### src/rtl/uart_tx_fifo_param.sv
// Parametrised UART transmitter with a valid/ready input FIFO and optional parity.
// Frames are timed in sample_tick units and go out back-to-back while data is queued.
module uart_tx_fifo_param #(
   parameter int DATA_BITS  = 8,
   parameter int STOP_BITS  = 1,
   parameter int OVERSAMPLE = 16,
   parameter int PARITY_EN  = 0,
   parameter int PARITY_ODD = 0,
   parameter int FIFO_DEPTH = 4
) (
   input  logic                                 clock,
   input  logic                                 reset_n,
   input  logic                                 sample_tick,
   input  logic [DATA_BITS-1:0]                 in_data,
   input  logic                                 in_valid,
   output logic                                 in_ready,
   output logic                                 tx,
   output logic                                 tx_done,
   output logic                                 busy,
   output logic                                 chg_state,
   output logic [$clog2(FIFO_DEPTH+1)-1:0]      fifo_level
);

   localparam int LW = $clog2(FIFO_DEPTH + 1);
   localparam int PW = $clog2(FIFO_DEPTH);
   localparam int SW = $clog2(STOP_BITS * OVERSAMPLE);
   localparam int NW = $clog2(DATA_BITS);
   localparam logic [SW-1:0] BIT_LAST   = SW'(OVERSAMPLE - 1);
   localparam logic [SW-1:0] STOP_LAST  = SW'(STOP_BITS * OVERSAMPLE - 1);
   localparam logic [NW-1:0] N_LAST     = NW'(DATA_BITS - 1);
   localparam logic [LW-1:0] FULL_LEVEL = LW'(FIFO_DEPTH);

   typedef enum logic [2:0] {ST_IDLE, ST_START, ST_DATA, ST_PARITY, ST_STOP} state_t;

   logic [DATA_BITS-1:0] mem [FIFO_DEPTH];
   logic [PW-1:0]        wr_ptr, rd_ptr;
   logic [LW-1:0]        level;
   logic                 full, empty, push, pop;
   logic [DATA_BITS-1:0] head;

   state_t               state, state_nxt;
   logic [SW-1:0]        s_cnt, s_cnt_nxt;
   logic [NW-1:0]        n_cnt, n_cnt_nxt;
   logic [DATA_BITS-1:0] shreg, shreg_nxt;
   logic                 par_bit, par_nxt;
   logic                 tx_nxt, busy_nxt, chg_nxt, done_nxt;

   assign full       = (level == FULL_LEVEL);
   assign empty      = (level == '0);
   assign in_ready   = !full;
   assign push       = in_valid && !full;
   assign head       = mem[rd_ptr];
   assign fifo_level = level;

   // A full FIFO refuses the push even when the FSM pops in the same cycle.
   always_ff @(posedge clock) begin
      if (push) begin
         mem[wr_ptr] <= in_data;
      end
   end

   always_ff @(posedge clock or negedge reset_n) begin
      if (!reset_n) begin
         wr_ptr <= '0;
         rd_ptr <= '0;
         level  <= '0;
      end else begin
         if (push) begin
            wr_ptr <= wr_ptr + PW'(1);
         end
         if (pop) begin
            rd_ptr <= rd_ptr + PW'(1);
         end
         if (push && !pop) begin
            level <= level + LW'(1);
         end else if (!push && pop) begin
            level <= level - LW'(1);
         end
      end
   end

   always_ff @(posedge clock or negedge reset_n) begin
      if (!reset_n) begin
         state     <= ST_IDLE;
         s_cnt     <= '0;
         n_cnt     <= '0;
         shreg     <= '0;
         par_bit   <= 1'b0;
         tx        <= 1'b1;
         busy      <= 1'b0;
         chg_state <= 1'b0;
         tx_done   <= 1'b0;
      end else begin
         state     <= state_nxt;
         s_cnt     <= s_cnt_nxt;
         n_cnt     <= n_cnt_nxt;
         shreg     <= shreg_nxt;
         par_bit   <= par_nxt;
         tx        <= tx_nxt;
         busy      <= busy_nxt;
         chg_state <= chg_nxt;
         tx_done   <= done_nxt;
      end
   end

   // Parity is latched from the FIFO head at pop time, before the shifter consumes it.
   always_comb begin
      state_nxt = state;
      s_cnt_nxt = s_cnt;
      n_cnt_nxt = n_cnt;
      shreg_nxt = shreg;
      par_nxt   = par_bit;
      pop       = 1'b0;
      done_nxt  = 1'b0;
      case (state)
         ST_IDLE: begin
            if (!empty) begin
               pop       = 1'b1;
               state_nxt = ST_START;
            end
         end
         ST_START: begin
            if (sample_tick) begin
               if (s_cnt == BIT_LAST) begin
                  state_nxt = ST_DATA;
               end else begin
                  s_cnt_nxt = s_cnt + SW'(1);
               end
            end
         end
         ST_DATA: begin
            if (sample_tick) begin
               if (s_cnt == BIT_LAST) begin
                  s_cnt_nxt = '0;
                  shreg_nxt = shreg >> 1;
                  if (n_cnt == N_LAST) begin
                     state_nxt = (PARITY_EN != 0) ? ST_PARITY : ST_STOP;
                  end else begin
                     n_cnt_nxt = n_cnt + NW'(1);
                  end
               end else begin
                  s_cnt_nxt = s_cnt + SW'(1);
               end
            end
         end
         ST_PARITY: begin
            if (sample_tick) begin
               if (s_cnt == BIT_LAST) begin
                  state_nxt = ST_STOP;
               end else begin
                  s_cnt_nxt = s_cnt + SW'(1);
               end
            end
         end
         ST_STOP: begin
            if (sample_tick) begin
               if (s_cnt == STOP_LAST) begin
                  done_nxt = 1'b1;
                  if (!empty) begin
                     pop       = 1'b1;
                     state_nxt = ST_START;
                  end else begin
                     state_nxt = ST_IDLE;
                  end
               end else begin
                  s_cnt_nxt = s_cnt + SW'(1);
               end
            end
         end
         default: begin
            state_nxt = ST_IDLE;
         end
      endcase
      if (pop) begin
         shreg_nxt = head;
         par_nxt   = (^head) ^ 1'(PARITY_ODD);
      end
      if (state_nxt != state) begin
         s_cnt_nxt = '0;
         n_cnt_nxt = '0;
      end
   end

   // Outputs are decoded from the next state so they register on the same edge as the state.
   always_comb begin
      tx_nxt   = 1'b1;
      busy_nxt = (state_nxt != ST_IDLE);
      chg_nxt  = (state_nxt != state);
      case (state_nxt)
         ST_START:  tx_nxt = 1'b0;
         ST_DATA:   tx_nxt = shreg_nxt[0];
         ST_PARITY: tx_nxt = par_nxt;
         default:   tx_nxt = 1'b1;
      endcase
   end

endmodule

### config.mk
export PLATFORM = sky130hd
export DESIGN_NAME = uart_tx_fifo_param
export DESIGN_NICKNAME = d
export VERILOG_FILES = /design/src/rtl/uart_tx_fifo_param.sv
export SDC_FILE = /design/constraint.sdc
export NUM_CORES = 1
export LEC_CHECK = 0
export BUFFER_PORTS_ARGS = -buffer_cell sky130_fd_sc_hd__buf_4
export CORE_UTILIZATION = 33
export DETAILED_ROUTE_END_ITERATION = 10
export GPL_TIMING_DRIVEN = 0
export PLACE_DENSITY = 0.59
export SLEW_MARGIN = 10
export SYNTH_ARGS = -nofsm -noshare
export SYNTH_HDL_FRONTEND = slang
export SYNTH_SLANG_ARGS = --single-unit
### constraint.sdc
create_clock -name clock -period 2.4 [get_ports clock]
set_clock_uncertainty 0.1 [all_clocks]
set_input_delay 0 -clock clock [delete_from_list [all_inputs] [get_ports clock]]
set_output_delay 0 -clock clock [all_outputs]
set_load 0.05 [all_outputs]
==> flow_summary.yaml, run 1 <==
outcome:
  status: "complete, no violations"
placement:
  gp_congestion: 0.712
  placed_cell_area_um2: 3130
  pre_cts_ws_ns: -0.275
  dpl.hpwl_mm: 3.18
  portBuffers: 18
worst_setup_path:
  crit_required_ns: 2.52
  critPathMaxStageDelay_ns: 0.41
  critical_path_arrival_ns: 2.44
  r2r_slack_ns: 0.08
  end_kind: "flop"
  path_class: "flop to flop"
  path_buf_inv: 2
  cp_top_family: "adder cells"
  crit_fanout: 4
  worst_path_max_delay_cell: "fa_1"
  path_cells: "ha_4 > nand4_4 > a2111oi_4 > inv_2 > ha_1 > inv_1 > fa_1 > mux2_2"
  cp-start-kind: "flop"
sta:
  worst_slack_ns: 0.0831
  period_share_pct: 96.5
  fmax_ghz: 0.432
  slew_headroom_pct: 69.9
  setup_viol: 0
  worst_pin_slew_ns: 0.447
  slew_viol_final: 0
  rsz0062_at_grt: "no"
  period_needed_ns: 2.32
  final_hold_viol_count: 0
cts:
  root_buffer: "clkbuf_8"
  cts_tree: "yes"
  clkLatencyLatePin_ns: 0.34
  path_clk_slew_ns: 0.08
  ctsResizeCount: 0
  cts_made_buffers: 9
  clk_path_buf_depth: 2
  cts_htree_levels: 3
  cts_sinks: 62
floorplan:
  initial_core_util_pct: 34.4
  fp-row-count: 33
  io_pins: 20
  die_w_um: 94.8
  die_height_um: 94.8
  die_area_um2: 8990
  core-area_um2: 8260
drt:
  antenna_left: 0
  drt_iter0_drc: 74
  dr.pass1.iters: 4
  vias: 1686
  postRouteWirelength_mm: 4.87
  wire_per_inst_um: 13.7
  viasPerCell: 4.75
  drc: 0
power_and_ir_drop:
  p_total_w: 0.00415
  p_seq_share_pct: 39.4
  p_int_w: 0.00267
  peakVddDrop_mv: 0.503
  cellLeakagePower_nw: 1.34
  p_comb_share_pct: 38.9
  p_per_area_nw_per_um2: 1200
  switching_power_w: 0.00148
  p_sw_share_pct: 35.7
  clkPwrFrac_pct: 21.8
final_layout:
  fin_area_um2: 3440
  nFillCells: 803
  nNetsFinal: 266
  syn_to_final_growth_pct: 21.2
  drive_above_1_share_pct: 25.6
  antenna_cells: 0
synth:
  synth_top_area_share_pct: 33.8
  yosysSeqAreaShare_pct: 60.3
  synth_top_cell_by_area: "edfxtp_1"
  synth_top_family_by_area: "multiplexers"
  synth-xor-area-share_pct: 4.93
  ys_top_cells_by_count: "edfxtp_1, dfrtp_1, nand2_1, nor2_1, xnor2_1"
  synth_cell_type_count: 46
  synth_compound_area_share_pct: 7.44
  synth.most_common_cell: "edfxtp_1"
  netlist_area_um2: 2840
  ys_async_sr_fraction_pct: 48.4
  ys_warn_count: 0
  syn-num-nets: 225
  synth_top_cells_by_area: "edfxtp_1, dfrtp_1, xnor2_1"
  post_synth.cell_area_avg_um2: 13.9
  synth_edf_count: 32
  synth_cells: 204
  synth_fa_ha_area_share_pct: 4.23
  synth_flop_cell: "edfxtp_1"
  synthMuxAreaShare_pct: 10.5
  ys_ff_latch: 62
  synth-simple-area-share_pct: 9.77
grt:
  grt_overflow: 0
  grtUsageTotal_pct: 12.6
  grt_pass1_wl_mm: 8.21
  first_global_vias: 1732
  grt_max_degree: 31
  grt_antenna_before_repair: 0
hold_path:
  min_path_type: "input pin to async pin"
job:
  cap_viol_max_count: 0
routing by layer:
metal / GRT usage [%] / part of all wire, % / up-vias / routed length [um]
li1: - / - / 835 / -
met1: 14.9 / 47 / 819 / 2270
met2: 20.4 / 48 / 24 / 2330
met3: 5.31 / 3.8 / 8 / 186
met4: 5.05 / 1.6 / 0 / 78
met5: 0 / 0 / - / 0
flip-flops by register name (all words and copies together) (netlist names):
register and flops:
shreg 8, wr_ptr 2, s_cnt 4, tx_done 1, busy 1, n_cnt 3, state 3, par_bit 1
chg_state 1, mem 32, rd_ptr 2, fifo_level 3, tx 1
placed cells by master, fill, tap and decap left out, types with 2 or more instances in the layout:
cell           synthesis  final
nand3_1                2      2
clkinvlp_4             0      2
nor2b_1                2      2
nand2_1               16     15
inv_1                  5      5
and3_1                 4      4
dfrtp_1               29     26
mux2_2                 2      2
nand4_1                2      2
clkinv_4               0      3
mux4_2                 5      5
buf_6                  2      2
mux4_1                 3      3
nor3_2                 1      2
nor2_1                13     13
nor3_1                 4      3
ha_1                   8      7
xnor2_1               13     13
o21ai_0               11     11
edfxtp_1              32     32
mux2i_1                7      7
dfrtp_2                0      3
buf_2                  4      4
buf_4                  0     21
a22oi_1                4      4
dlygate4sd3_1          0      9
clkbuf_8               0      9
xor2_1                 3      3
a21oi_1                8      8
clkbuf_1               2      2
cell type report:
type                    count  area (um2)  area share, %
multi-input cells         126        1070           31.0
well taps                 105         131           3.81
inverters                   6        22.5          0.654
clock inverters             7        75.1           2.18
plain buffers              10        58.8           1.71
clock buffers               9         124           3.60
flip-flops and latches     62        1720           49.8
repair buffers             30         248           7.19
worst paths after layout:
check                                end  startpoint  cells after the start
hold reg to reg                 shreg[5]    shreg[5]                      2
hold / removal                   tx_done     reset_n                      2
setup reg to reg           fifo_level[1]    s_cnt[0]                      8
setup / recovery           fifo_level[1]    s_cnt[0]                      8
max in group asynchronous             tx     reset_n                      2
min in group clock             wr_ptr[0]    in_valid                      3
worst register-to-register path, stage by stage, from the launching register on:
cell       delay, ns
dfrtp_1         0.39
ha_4            0.18
nand4_4         0.10
a2111oi_4       0.38
inv_2           0.08
ha_1            0.21
inv_1           0.07
fa_1            0.41
mux2_2          0.27
kinds of logic (layout without fill, tap and decap cells):
| family | Yosys count | after routing |
|---|---|---|
| and+or+nand+nor | 52 | 52 |
| muxes | 18 | 18 |
| DFF | 62 | 62 |
| adders and majority gates | 9 | 9 |
| buffers and inverters | 16 | 62 |
| AOI/OAI and AO/OA | 31 | 31 |
| xor gates and xnor gates | 16 | 16 |
repair_timing:
item,4_1_cts,5_1_grt
hold buffers,9,0
setup endpoints to repair,2,1
endpoints found under the hold margin,62,0
setup buffers,3,0
pin swaps,1,1
per-stage QoR:
stage	hold WS [ns]	cells	utilization, %	TNS [ns]
after floorplan	-0.396	204	-	0
after global placement	-0.142	327	37.9	-0.342
after detailed placement	-0.137	327	37.9	-0.402
after CTS	0.0119	355	41.7	0
after global routing	0.0438	355	41.7	0
final	0.0177	355	41.7	0
power groups by stage:
| stage | sequential [W] | clock [W] | combinational, W |
|---|---|---|---|
| after floorplan | 0.00176 | 0 | 0.00112 |
| after detailed placement | 0.00166 | 0 | 0.00160 |
| after CTS | 0.00164 | 0.000934 | 0.00165 |
| after global routing | 0.00167 | 0.000984 | 0.00178 |
| final | 0.00163 | 0.000903 | 0.00161 |
| after global placement | 0.00165 | 0 | 0.00158 |
No activity file was read; power rests on OpenSTA's default activity.
==> run 2: changes to the inputs <==
Settings changed: ABC_AREA from default to 1, PLACE_DENSITY 0.59 to 0.58, REMOVE_ABC_BUFFERS from default to 1.
==> flow_summary.yaml, run 2 <==
power_and_ir_drop:
  peakVddDrop_mv: 0.709
  cellLeakagePower_nw: 1.64
  p_per_area_nw_per_um2: 1250
  p_total_w: 0.00462
final_layout:
  nNetsFinal: 373
  fin_area_um2: 3690
  final_cell_mix: "nand2_1, edfxtp_1, inv_1"
  finalNonFillerCells: 468
  antenna_cells: 0
  syn_to_final_growth_pct: 18.9
  drive_above_1_share_pct: 21.6
  top_regs: "mem x32, shreg x8, s_cnt x4"
  top_register: "mem"
  largest_reg_flops: 32
  final_common_cell: "nand2_1"
cts:
  path_clk_slew_ns: 0.07
  cts_sinks: 62
  cts_htree_levels: 3
  cts_made_buffers: 9
  root_buffer: "clkbuf_8"
  cts_tree: "yes"
  clkLatencyLatePin_ns: 0.33
  clk_path_buf_depth: 2
worst_setup_path:
  crit_required_ns: 2.51
  path_class: "flop to flop"
  cp-start-kind: "flop"
  cp_top_family: "adder cells"
  path_buf_inv: 2
  end_kind: "flop"
  path_cells: "ha_2 > nand3_4 > nor2_8 > o21a_4 > inv_6 > ha_1 > inv_1 > fa_1 > mux2_2"
  reg2reg_from: "s_cnt[0]"
  worst_path_max_delay_cell: "fa_1"
  critPathMaxStageDelay_ns: 0.43
  r2r_cells: 9
  crit_fanout: 9
  r2r_slack_ns: 0.11
  r2r-end: "fifo_level[1]"
  critical_path_arrival_ns: 2.40
grt:
  grt_pass1_wl_mm: 9.74
  grt_max_degree: 31
  grtUsageTotal_pct: 13.0
  grt_antenna_before_repair: 0
  grt_overflow: 0
  first_global_vias: 2088
synth:
  synth_top_cell_by_area: "edfxtp_1"
  ys_warn_count: 0
  synth_edf_count: 32
  synth_top_area_share_pct: 31.0
  synth.most_common_cell: "nand2_1"
  synth_cells: 315
  synth_flop_cell: "edfxtp_1"
  ys_top_cells_by_count: "nand2_1, edfxtp_1, dfrtp_1, inv_1, nand3_1"
  yosysSeqAreaShare_pct: 55.2
  ys_async_sr_fraction_pct: 48.4
  post_synth.cell_area_avg_um2: 9.84
  synth_top_cells_by_area: "edfxtp_1, dfrtp_1, nand2_1"
  synth_cell_type_count: 42
  ys_ff_latch: 62
  netlist_area_um2: 3100
drt:
  postRouteWirelength_mm: 5.67
  drt_iter0_drc: 114
  drc: 0
  wire_per_inst_um: 12.1
  vias: 2105
  dr.pass1.iters: 4
  antenna_left: 0
  viasPerCell: 4.50
sta:
  slew_headroom_pct: 45.9
  fmax_ghz: 0.437
  rsz0062_at_grt: "no"
  setup_viol: 0
  period_needed_ns: 2.29
  final_hold_viol_count: 0
  whs_ns: 0.0352
  period_share_pct: 95.3
  slew_viol_final: 0
  worst_slack_ns: 0.112
  worst_pin_slew_ns: 0.809
hold_path:
  min_path_type: "input pin to async pin"
placement:
  place_inst: 439
  gp_congestion: 0.728
  pre_cts_ws_ns: -0.355
  portBuffers: 19
  dpl.hpwl_mm: 3.80
  placed_cell_area_um2: 3330
floorplan:
  io_pins: 20
  fp-row-count: 35
  die_area_um2: 9790
  die_height_um: 98.9
  core-area_um2: 9150
  die_w_um: 98.9
  initial_core_util_pct: 33.9
job:
  cap_viol_max_count: 0
outcome:
  status: "complete, no violations"
-- run 2: cell count changes after synthesis, moves of 5 or more --
cell     delta
nand2_1    +98
inv_1      +23
nand3_1    +21
xnor2_1    -11
o21ai_0     -8
mux2i_1     -7
nor2_2      +7
a21oi_1     -6
a21oi_2     +5
mux4_2      -5
nor2_1      -5
-- run 2: metrics by stage --
step	utilization (%)	setup TNS (ns)
floorplan	-	-0.579
global placement	36.4	-0.555
detailed placement	36.4	-0.583
CTS	40.1	0
global route	40.3	0
finish	40.3	0
-- run 2: report_power, final --
part	switching (W)	internal [W]	total, W	leakage, nW
Sequential	0.000251	0.00144	0.00169	0.662
Combinational	0.00128	0.000699	0.00198	0.878
Clock	0.000370	0.000573	0.000943	0.103
Total	0.00190	0.00272	0.00462	1.64
-- run 2: kinds of logic after synthesis --
logic type	synth area share, %
mux	0.363
simple gates	23.8
xor+xnor	1.98
compound gates	8.76
fa+ha+maj	3.87
flops	55.2
buf+inv	5.93
-- run 2: worst register-to-register path: stages (launching register included) --
cell and delay (ns):
dfrtp_1 0.38, ha_2 0.22, nand3_4 0.10, nor2_8 0.16, o21a_4 0.19, inv_6 0.06
ha_1 0.17, inv_1 0.09, fa_1 0.43, mux2_2 0.27
-- run 2: layout make-up --
cell class,instances,area (um2)
inverters,35,139
clock inverters,6,76.3
repair buffers,32,268
well taps,111,139
clock buffers,10,128
flip-flops and latches,62,1720
fillers,884,5470
multi-input cells,212,1220
-- run 2: how the worst max path moves through the flow --
stage | from | to | slack [ns] | depth (start not counted)
final | s_cnt[0] | fifo_level[1] | 0.11 | 9
after global routing | s_cnt[0] | fifo_level[2] | 0.005 | 11
after CTS | s_cnt[0] | fifo_level[2] | 0.006 | 11
after detailed placement | s_cnt[0] | fifo_level[1] | -0.36 | 9
after global placement | s_cnt[0] | fifo_level[1] | -0.34 | 9
after floorplan | fifo_level[0] | fifo_level[2] | -0.31 | 10
-- run 2: what timing repair did --
item,in CTS,in global routing
hold endpoints to repair,66,0
pin swaps,1,1
setup endpoints to repair,2,4
gates cloned,0,0
hold buffers,11,0
setup buffers,1,1
resized for setup,3,5
-- run 2: metal layers --
layer  wire (um)  part of all wire (%)  global-route usage [%]  vias up
met5           0                     0                       0        -
met4          80                   1.4                    5.86        0
met3         171                   3.0                    3.62        6
met2        2650                    47                    21.1       31
met1        2770                    49                    16.0      971
li1            -                     -                       -     1097
==> run 3: changes to the inputs <==
Settings changed: REMOVE_ABC_BUFFERS 1 to default.
==> flow_summary.yaml, run 3 (synthesis gave the netlist of run 2 again) <==
worst_setup_path:
  path_buf_inv: 3
  crit_required_ns: 2.52
  critPathMaxStageDelay_ns: 0.43
  cp_top_family: "adder cells"
  path_cells: "ha_4 > nand3_4 > nor2_8 > o21a_1 > buf_8 > inv_8 > ha_1 > inv_2 > fa_2 > mux2_2"
  crit_fanout: 9
  critical_path_arrival_ns: 2.41
  cp-start-kind: "flop"
  path_class: "flop to flop"
  worst_path_max_delay_cell: "fa_2"
  end_kind: "flop"
sta:
  period_needed_ns: 2.29
  slew_viol_final: 0
  rsz0062_at_grt: "no"
  slew_headroom_pct: 47.2
  worst_pin_slew_ns: 0.789
  final_hold_viol_count: 0
  period_share_pct: 95.2
  setup_viol: 0
  fmax_ghz: 0.437
final_layout:
  antenna_cells: 0
  final_util_pct: 41.2
  final_cell_mix: "nand2_1, edfxtp_1, buf_4"
  nFillCells: 867
  regArea_um2: 1720
  multiInputGateArea_um2: 1230
  drive_above_1_share_pct: 25.7
  syn_to_final_growth_pct: 21.7
  top_register: "mem"
  fin_area_um2: 3770
  final_common_cell: "nand2_1"
  top_regs: "mem x32, shreg x8, s_cnt x4"
  nNetsFinal: 385
  largest_reg_flops: 32
drt:
  postRouteWirelength_mm: 5.91
  dr.max_layer_used: "met4"
  wire_per_inst_um: 12.3
  drc: 0
  viasPerCell: 4.54
  drt_iter0_drc: 103
  vias: 2181
  dr.pass1.iters: 4
  wl_met3_um: 155
  dr_wl_met2_mm: 2.80
  antenna_left: 0
  met1_length_mm: 2.81
hold_path:
  min_path_type: "input pin to async pin"
cts:
  cts_tree: "yes"
  cts_made_buffers: 9
  clk_path_buf_depth: 2
  cts_sinks: 62
  path_clk_slew_ns: 0.07
  clkLatencyLatePin_ns: 0.34
  root_buffer: "clkbuf_8"
  cts_htree_levels: 3
floorplan:
  fp-row-count: 35
  core-area_um2: 9150
  die_w_um: 98.9
  die_height_um: 98.9
  initial_core_util_pct: 33.9
  io_pins: 20
  die_area_um2: 9790
synth:
  syn-num-nets: 336
placement:
  portBuffers: 19
  placed_cell_area_um2: 3390
  dpl.hpwl_mm: 4.04
  gp_congestion: 0.798
grt:
  grt_antenna_before_repair: 0
  grt_overflow: 0
  grtUsageTotal_pct: 13.4
  grt_pass1_wl_mm: 9.95
  first_global_vias: 2070
  grt_max_degree: 31
power_and_ir_drop:
  cellLeakagePower_nw: 1.69
  p_per_area_nw_per_um2: 1250
  peakVddDrop_mv: 0.643
job:
  cap_viol_max_count: 0
outcome:
  status: "complete, no violations"
## run 3: cell count changes in the layout (fill, tap and decap cells not counted), sizes merged
cell    before  now
buf         21   33
bufinv       2    1
clkbuf      10   11
## run 3: what timing repair did
item                                   in CTS  in global routing
gates resized for setup                     3                  7
setup endpoints to repair                   2                  2
endpoints found under the hold margin      67                  0
pin swaps                                   2                  1
buffers inserted                            2                  6
hold buffers                               11                  0
## run 3: through the flow
stage	worst slack [ns]	TNS [ns]	std cells	power, W	hold WS (ns)
final	0.114	0	480	0.00471	0.0407
after global placement	-0.0876	-0.137	445	0.00369	-0.137
after detailed placement	-0.113	-0.189	445	0.00374	-0.130
after CTS	0.00535	0	474	0.00466	0.0413
after global routing	0.00584	0	480	0.00510	0.0572
after floorplan	0.00690	0	315	0.00323	-0.396
## run 3: worst reg2reg max path, cell delays in order (launching register included)
cell,delay (ns)
dfrtp_1,0.40
ha_4,0.17
nand3_4,0.09
nor2_8,0.12
o21a_1,0.15
buf_8,0.14
inv_8,0.06
ha_1,0.18
inv_2,0.07
fa_2,0.43
mux2_2,0.27
## run 3: report_power, final
group | switching (W) | total [W] | internal, W
logic | 0.00141 | 0.00223 | 0.000818
clock network | 0.000392 | 0.000865 | 0.000473
registers | 0.000166 | 0.00161 | 0.00145
total | 0.00197 | 0.00471 | 0.00274
## run 3: final timing paths
| path | startpoint | to | slack (ns) | cells after the start |
|---|---|---|---|---|
| max in group asynchronous | reset_n | tx | 1.84 | 2 |
| worst min-delay path | reset_n | shreg[7] | 0.04 | 2 |
| worst min register to register | shreg[6] | shreg[6] | 0.39 | 2 |
| worst max register to register | s_cnt[1] | fifo_level[1] | 0.11 | 10 |
| min in group clock | in_data[7] | mem[0][7] | 0.30 | 2 |
| worst max-delay path | s_cnt[1] | fifo_level[1] | 0.11 | 10 |
## run 3: layer usage
metal / up-vias / GRT usage [%]
met4: 0 / 7.23
met3: 13 / 3.26
li1: 1126 / -
met1: 1015 / 17.4
met5: - / 0
met2: 27 / 20.8
## run 3: final cells by class
cell class | instances | area share, %
Tap cell | 111 | 3.68
Timing Repair Buffer | 38 | 8.29
Sequential cell | 62 | 45.5
Clock buffer | 11 | 3.48
Inverter | 35 | 3.75
Buffer | 6 | 1.36
Clock inverter | 5 | 1.33
Multi-Input combinational cell | 212 | 32.6
